`config.mk`:
```
export PLATFORM = sky130hd
export DESIGN_NAME = fifo_cmd_dispatcher_flat
export DESIGN_NICKNAME = d
export VERILOG_FILES = /design/src/rtl/fifo_cmd_dispatcher_if.sv /design/src/rtl/fifo_cmd_dispatcher.sv /design/src/flat_wrapper.sv
export SDC_FILE = /design/constraint.sdc
export NUM_CORES = 1
export LEC_CHECK = 0
export ABC_CLOCK_PERIOD_IN_PS = 9870
export CORE_ASPECT_RATIO = 0.75
export CORE_MARGIN = 2
export CORE_UTILIZATION = 45
export CTS_CLUSTER_SIZE = 12
export DETAILED_ROUTE_END_ITERATION = 8
export HOLD_SLACK_MARGIN = 0.02
export PLACE_DENSITY = 0.73
export RECOVER_POWER = 25
export SLEW_MARGIN = 20
export SYNTH_ARGS = -nofsm -noshare
export SYNTH_HDL_FRONTEND = slang
export SYNTH_SLANG_ARGS = --single-unit
```
`constraint.sdc`:
```
create_clock -name clk -period 9.87 [get_ports clk]
set_clock_uncertainty 0.05 [all_clocks]
set_input_delay 1.974 -clock clk [delete_from_list [all_inputs] [get_ports clk]]
set_output_delay 1.974 -clock clk [all_outputs]
set_load 0.02 [all_outputs]
```
`src/rtl/fifo_cmd_dispatcher_if.sv`:
```
// FIFO read port plus register-write target of the command dispatcher.
// master = dispatcher side, slave = FIFO / register fabric side.
interface fifo_cmd_dispatcher_if #(
    parameter int DATA_WIDTH = 40
) ();
    logic [DATA_WIDTH-1:0] fifo_data;
    logic                  fifo_empty;
    logic                  fifo_read;
    logic                  out_reg_busy;
    logic [5:0]            out_reg_addr;
    logic [31:0]           out_reg_data;
    logic                  out_reg_stb;

    modport master (
        input  fifo_data, fifo_empty, out_reg_busy,
        output fifo_read, out_reg_addr, out_reg_data, out_reg_stb
    );

    modport slave (
        output fifo_data, fifo_empty, out_reg_busy,
        input  fifo_read, out_reg_addr, out_reg_data, out_reg_stb
    );
endinterface

```
`src/rtl/fifo_cmd_dispatcher.sv`:
```
// Pops 40-bit command words from a FIFO and runs them: register write, strobe, delay,
// interrupt wait, halt. 4-cycle minimum period; waits on out_reg_busy / interrupts / resume.
module fifo_cmd_dispatcher #(
    parameter int DATA_WIDTH = 40
) (
    input  logic                   clk,
    input  logic                   rst,
    input  logic                   enable,
    input  logic                   resume,
    input  logic                   clear_error,
    fifo_cmd_dispatcher_if.master  bus,
    output logic [31:0]            out_stbs,
    input  logic [31:0]            pending_ints,
    output logic [31:0]            clear_ints,
    output logic                   busy,
    output logic                   halted,
    output logic                   error,
    output logic [31:0]            exec_count
);

    typedef enum logic [2:0] {
        IDLE, FETCH, LATCH, EXEC, WAIT_REG, DELAY, WAIT_INT, HALT
    } state_t;

    state_t      state_q, state_d;
    logic [7:0]  op_q, op_d;
    logic [31:0] arg_q, arg_d;
    logic [31:0] cnt_q, cnt_d;
    logic [31:0] exec_cnt_q, exec_cnt_d;
    logic        error_q, error_d;
    logic [5:0]  addr_q;
    logic [31:0] data_q;

    logic        fifo_read_c, reg_stb_c, done_c, err_set_c;
    logic [31:0] stbs_c, clr_c, hit_c;

    assign hit_c = pending_ints & arg_q;

    always_comb begin
        state_d     = state_q;
        op_d        = op_q;
        arg_d       = arg_q;
        cnt_d       = cnt_q;
        fifo_read_c = 1'b0;
        reg_stb_c   = 1'b0;
        stbs_c      = '0;
        clr_c       = '0;
        done_c      = 1'b0;
        err_set_c   = 1'b0;
        case (state_q)
            IDLE: if (enable && !bus.fifo_empty) state_d = FETCH;
            FETCH: begin
                fifo_read_c = 1'b1;
                state_d     = LATCH;
            end
            LATCH: begin
                op_d    = bus.fifo_data[DATA_WIDTH-1 -: 8];
                arg_d   = bus.fifo_data[31:0];
                state_d = EXEC;
            end
            EXEC: begin
                if (op_q[7:6] == 2'b00) begin
                    if (!bus.out_reg_busy) begin
                        reg_stb_c = 1'b1;
                        done_c    = 1'b1;
                        state_d   = IDLE;
                    end else begin
                        state_d = WAIT_REG;
                    end
                end else begin
                    case (op_q)
                        8'h40: begin
                            stbs_c  = arg_q;
                            done_c  = 1'b1;
                            state_d = IDLE;
                        end
                        8'h41: begin
                            if (arg_q == '0) begin
                                done_c  = 1'b1;
                                state_d = IDLE;
                            end else begin
                                cnt_d   = arg_q;
                                state_d = DELAY;
                            end
                        end
                        8'h42: state_d = WAIT_INT;
                        8'hFF: begin
                            done_c  = 1'b1;
                            state_d = HALT;
                        end
                        default: begin
                            err_set_c = 1'b1;
                            done_c    = 1'b1;
                            state_d   = IDLE;
                        end
                    endcase
                end
            end
            WAIT_REG: begin
                if (!bus.out_reg_busy) begin
                    reg_stb_c = 1'b1;
                    done_c    = 1'b1;
                    state_d   = IDLE;
                end
            end
            DELAY: begin
                if (cnt_q == 32'd1) begin
                    done_c  = 1'b1;
                    state_d = IDLE;
                end else begin
                    cnt_d = cnt_q - 32'd1;
                end
            end
            WAIT_INT: begin
                if (hit_c != '0) begin
                    clr_c   = hit_c;
                    done_c  = 1'b1;
                    state_d = IDLE;
                end
            end
            HALT: if (resume) state_d = IDLE;
            default: state_d = IDLE;
        endcase
        exec_cnt_d = exec_cnt_q + {31'd0, done_c};
        // An illegal opcode beats a simultaneous clear request.
        error_d    = err_set_c ? 1'b1 : (clear_error ? 1'b0 : error_q);
    end

    always_ff @(posedge clk) begin
        if (rst) begin
            state_q    <= IDLE;
            op_q       <= '0;
            arg_q      <= '0;
            cnt_q      <= '0;
            exec_cnt_q <= '0;
            error_q    <= 1'b0;
            addr_q     <= '0;
            data_q     <= '0;
        end else begin
            state_q    <= state_d;
            op_q       <= op_d;
            arg_q      <= arg_d;
            cnt_q      <= cnt_d;
            exec_cnt_q <= exec_cnt_d;
            error_q    <= error_d;
            if (reg_stb_c) begin
                addr_q <= op_q[5:0];
                data_q <= arg_q;
            end
        end
    end

    // Pulses are decodes of the state register, suppressed while reset is asserted.
    assign bus.fifo_read    = fifo_read_c & ~rst;
    assign bus.out_reg_stb  = reg_stb_c & ~rst;
    assign bus.out_reg_addr = bus.out_reg_stb ? op_q[5:0] : addr_q;
    assign bus.out_reg_data = bus.out_reg_stb ? arg_q : data_q;
    assign out_stbs         = rst ? '0 : stbs_c;
    assign clear_ints       = rst ? '0 : clr_c;
    assign busy             = (state_q != IDLE) && (state_q != HALT);
    assign halted           = (state_q == HALT);
    assign error            = error_q;
    assign exec_count       = exec_cnt_q;

endmodule

```
`src/flat_wrapper.sv`:
```
// flat-port wrapper written by rule: the top's interface ports become plain ports
module fifo_cmd_dispatcher_flat 
#(
    parameter int DATA_WIDTH = 40
)
  (clk, rst, enable, resume, clear_error, out_stbs, pending_ints, clear_ints, busy, halted, error, exec_count, bus_fifo_data, bus_fifo_empty, bus_out_reg_busy, bus_fifo_read, bus_out_reg_addr, bus_out_reg_data, bus_out_reg_stb);
  fifo_cmd_dispatcher_if #(.DATA_WIDTH(DATA_WIDTH)) bus_i ();
  input  logic clk;
  input  logic rst;
  input  logic enable;
  input  logic resume;
  input  logic clear_error;
  output logic [31:0] out_stbs;
  input  logic [31:0] pending_ints;
  output logic [31:0] clear_ints;
  output logic busy;
  output logic halted;
  output logic error;
  output logic [31:0] exec_count;
  input wire logic [$bits(bus_i.fifo_data)-1:0] bus_fifo_data;
  input wire logic [$bits(bus_i.fifo_empty)-1:0] bus_fifo_empty;
  input wire logic [$bits(bus_i.out_reg_busy)-1:0] bus_out_reg_busy;
  output wire logic [$bits(bus_i.fifo_read)-1:0] bus_fifo_read;
  output wire logic [$bits(bus_i.out_reg_addr)-1:0] bus_out_reg_addr;
  output wire logic [$bits(bus_i.out_reg_data)-1:0] bus_out_reg_data;
  output wire logic [$bits(bus_i.out_reg_stb)-1:0] bus_out_reg_stb;
  assign bus_i.fifo_data = bus_fifo_data;
  assign bus_i.fifo_empty = bus_fifo_empty;
  assign bus_i.out_reg_busy = bus_out_reg_busy;
  assign bus_fifo_read = bus_i.fifo_read;
  assign bus_out_reg_addr = bus_i.out_reg_addr;
  assign bus_out_reg_data = bus_i.out_reg_data;
  assign bus_out_reg_stb = bus_i.out_reg_stb;
  fifo_cmd_dispatcher #(.DATA_WIDTH(DATA_WIDTH)) u_core (.clk(clk), .rst(rst), .enable(enable), .resume(resume), .clear_error(clear_error), .bus(bus_i), .out_stbs(out_stbs), .pending_ints(pending_ints), .clear_ints(clear_ints), .busy(busy), .halted(halted), .error(error), .exec_count(exec_count));
endmodule
```
==> out/metrics.cfg <==
[clock_network]
ctsRootBufferMaster = clkbuf_16
insertion_delay_ns = 0.43
postCtsHoldBufs = 0
h-tree-depth = 4
clock-sinks = 146
clockBufferDepth = 2
path_clk_slew_ns = 0.06
numCtsBuffers = 17
cts_tree = done
cts_resized = 0
postCtsSetupBuffers = 0

[worst_setup_path]
worst-path-max-fanout = 39
critPathBufInv = 3
cp.arrival_ns = 5.96
critPathRequiredTime_ns = 7.85
cpMaxStageDelayCell = or2_0
cp-end-kind = primary output
cpLargestDelayFamily = simple AND/OR/NAND/NOR gates
max_stage_delay_ns = 1.74
crit_type = input pin to primary output
cp-start-kind = input pin
path_cells = dlygate4sd3_1, or2_0, nor2_4, buf_16, mux2_2, clkdlybuf4s50_1
r2r_slack_ns = 5.58

[global_routing]
grtUsageTotal_pct = 28.0
overflow = 0
grt_start_max_net_pins = 83
grt_pass1_wl_um = 39600
antenna_found_initial = 0
grt_pass1_vias = 7142

[placed_design]
gp_congestion = 0.879
place_hpwl_um = 17600
post-place-ws_ns = 2.75
io_buffers = 217

[job]
max_cap_violations = 4

[timing]
setup-tns-final_ns = 0
finalCriticalPeriod_ns = 7.98
finalCritPeriodShare_pct = 80.9
final_max_slew_viol_count = 178
final_hold_viol_count = 0
slew-limit-headroom_pct = -105
rsz0062_at_grt = false
post-route-worst-setup-slack_ns = 1.89
fmax_ghz = 0.125
setup_viol_count_final = 0
worstMarginPinSlew_ns = 3.08

[power_and_ir_drop]
p_sw_share_pct = 29.2
p_leak_nw = 3.59
total_power_mw = 1.63
seq_power_share_pct = 40.8
power_switching_uw = 476
p_per_area_mw_per_mm2 = 155
p_comb_share_pct = 16.9
ir_worst_vdd_v = 0.000117
clkPwrFrac_pct = 42.3
p_int_mw = 1.15

[die]
die_area_mm2 = 0.0180
dieHeight_um = 117
core-area_mm2 = 0.0167
fp-row-count = 41
fp.dieW_um = 154
start_util_pct = 45.7
pin_count = 218

[synth]
netlist_area_mm2 = 0.00764
synth_nets = 1117
synth_enable_flop_cells = 0
synth_seq_cells = 146
synthCells = 1033
synth_compound_area_share_pct = 15.6
ys.flop_type = dfxtp_1
synth_cell_types = 56
synth_xor_area_share_pct = 2.98
postSynthAreaPerCell_um2 = 7.39
synthMuxAreaShare_pct = 5.90
synth_top_family_by_area = simple AND/OR/NAND/NOR gates
yosys_warnings = 0
synth_fa_ha_area_share_pct = 0.819
ys_seq_area_share_pct = 38.3
async_reset_ff_share_pct = 0
yosys.area_share.simple_pct = 31.9

[finish]
drive_gt1_share_pct = 7.99
area_growth_pct = 37.5
nNetsFinal = 1298

[detailed_routing]
via_per_inst = 5.50
finalWirelength_um = 25600
num_vias = 7942
wl_per_cell_um = 17.8
drt_iter0_drc = 760
ant_nets = 0
drcViolationCount = 0
dr.pass1.iters = 5

[min_path]
holdCritPathClass = flip-flop to flip-flop

[status]
failed_checks = max-capacitance violations, max-slew violations
status = finished, violations left

[routing by layer]
metal	wire [µm]	GRT usage, %	share of wire, %
met1	12200	40.0	48
met2	11100	42.6	43
met5	0	0	0
met3	2030	6.81	7.9
met4	325	6.98	1.3
[power groups by stage]
stage                     Sequential (mW)  Combinational (mW)  Clock (mW)
after floorplan                     0.645               0.189           0
after global placement              0.675               0.271           0
after detailed placement            0.674               0.273           0
after CTS                           0.662               0.275       0.691
after global routing                0.666               0.301       0.719
final                               0.664               0.275       0.689
[sequential cells by signal, indices dropped and copies added (netlist names)]
name,count
u_core.arg_q,32
u_core.exec_count,32
u_core.error,1
u_core.data_q,32
u_core.addr_q,6
u_core.cnt_q,32
u_core.op_q,8
u_core.state_q,3
[cell usage after synthesis (3+ instances only)]
library cell    n  area, µm²
nand2_1       256        961
dfxtp_1       146       2920
a21oi_1       124        621
nor2_1        112        420
clkbuf_1       56        210
mux2_2         40        450
and2_1         34        213
o21ai_0        33        165
nor3_1         26        130
nand3_1        21        105
nand4_1        18        113
nor4_1         18        113
xnor2_1        14        123
inv_1          12       45.0
xor2_1         12        105
a31oi_1         9       56.3
and3_1          9       56.3
or3_1           8       50.1
and4_1          6       52.6
a211oi_2        5       62.6
ha_1            5       62.6
nand2b_1        5       31.3
o32ai_1         5       43.8
o31ai_1         4       30.0
buf_2           3       15.0
buf_6           3       33.8
nand3b_1        3       22.5
o21a_1          3       22.5
o41ai_1         3       26.3
or2_2           3       18.8
[stage by stage]
step                      hold slack (ns)  utilization (%)  area, µm²  instances
after detailed placement            0.399             59.1       9890       1409
final                               0.411             62.8      10500       1443
after CTS                           0.408             62.9      10500       1441
after global placement              0.404             59.1       9890       1409
after global routing                0.419             62.8      10500       1442
after floorplan                     0.384                -       7640       1033
[worst min-delay path, stage by stage, from the launching register on]
cell and delay [ns]:
dfxtp_1 0.31, nand2_1 0.05, a21oi_1 0.05
[cells in the final DEF (no fill, tap or decap), types with 4 or more instances in the layout]
cell / instances
nor3_1: 24
a21oi_1: 124
bufinv_16: 4
nand4_1: 18
nand3_1: 21
and3_1: 9
buf_4: 10
o21ai_0: 35
clkbuf_16: 17
nand2_1: 256
nor2_1: 110
xnor2_1: 14
ha_1: 5
or3_1: 8
o32ai_1: 5
o31ai_1: 4
and2_1: 34
a211oi_2: 4
clkinv_4: 4
dfxtp_1: 146
a31oi_1: 9
nand2b_1: 5
clkdlybuf4s50_1: 214
mux2_2: 40
xor2_1: 12
inv_1: 12
and4_1: 6
nor4_1: 19
[layout make-up]
class,count,area [µm²]
fill,1458,6220
multi-input combinational,807,4360
sequential,146,2920
timing repair buffer,229,2270
clock buffer,19,443
tap,215,269
clock inverter,13,185
inverter,13,48.8
antenna,1,2.50
[worst paths after layout]
kind                                  from                       endpoint  cells past startpoint
max                       bus_out_reg_busy           bus_out_reg_data[23]                      6
min          u_core.data_q[0]$_SDFFE_PP0P_  u_core.data_q[0]$_SDFFE_PP0P_                      2
max reg2reg   u_core.cnt_q[8]$_SDFFE_PP0P_  u_core.cnt_q[12]$_SDFFE_PP0P_                      6
min reg2reg  u_core.data_q[0]$_SDFFE_PP0P_  u_core.data_q[0]$_SDFFE_PP0P_                      2
[logic make-up (layout without fill, tap and decap cells)]
| group | count (synthesis) | after routing |
|---|---|---|
| compound gates | 205 | 205 |
| simple gates | 531 | 531 |
| buf+inv | 80 | 274 |
| flops | 146 | 146 |
| fa+ha+maj | 5 | 5 |
| mux | 40 | 40 |
| other cells | 0 | 1 |
| xor+xnor | 26 | 26 |
(Power assumes the default switching activity.)
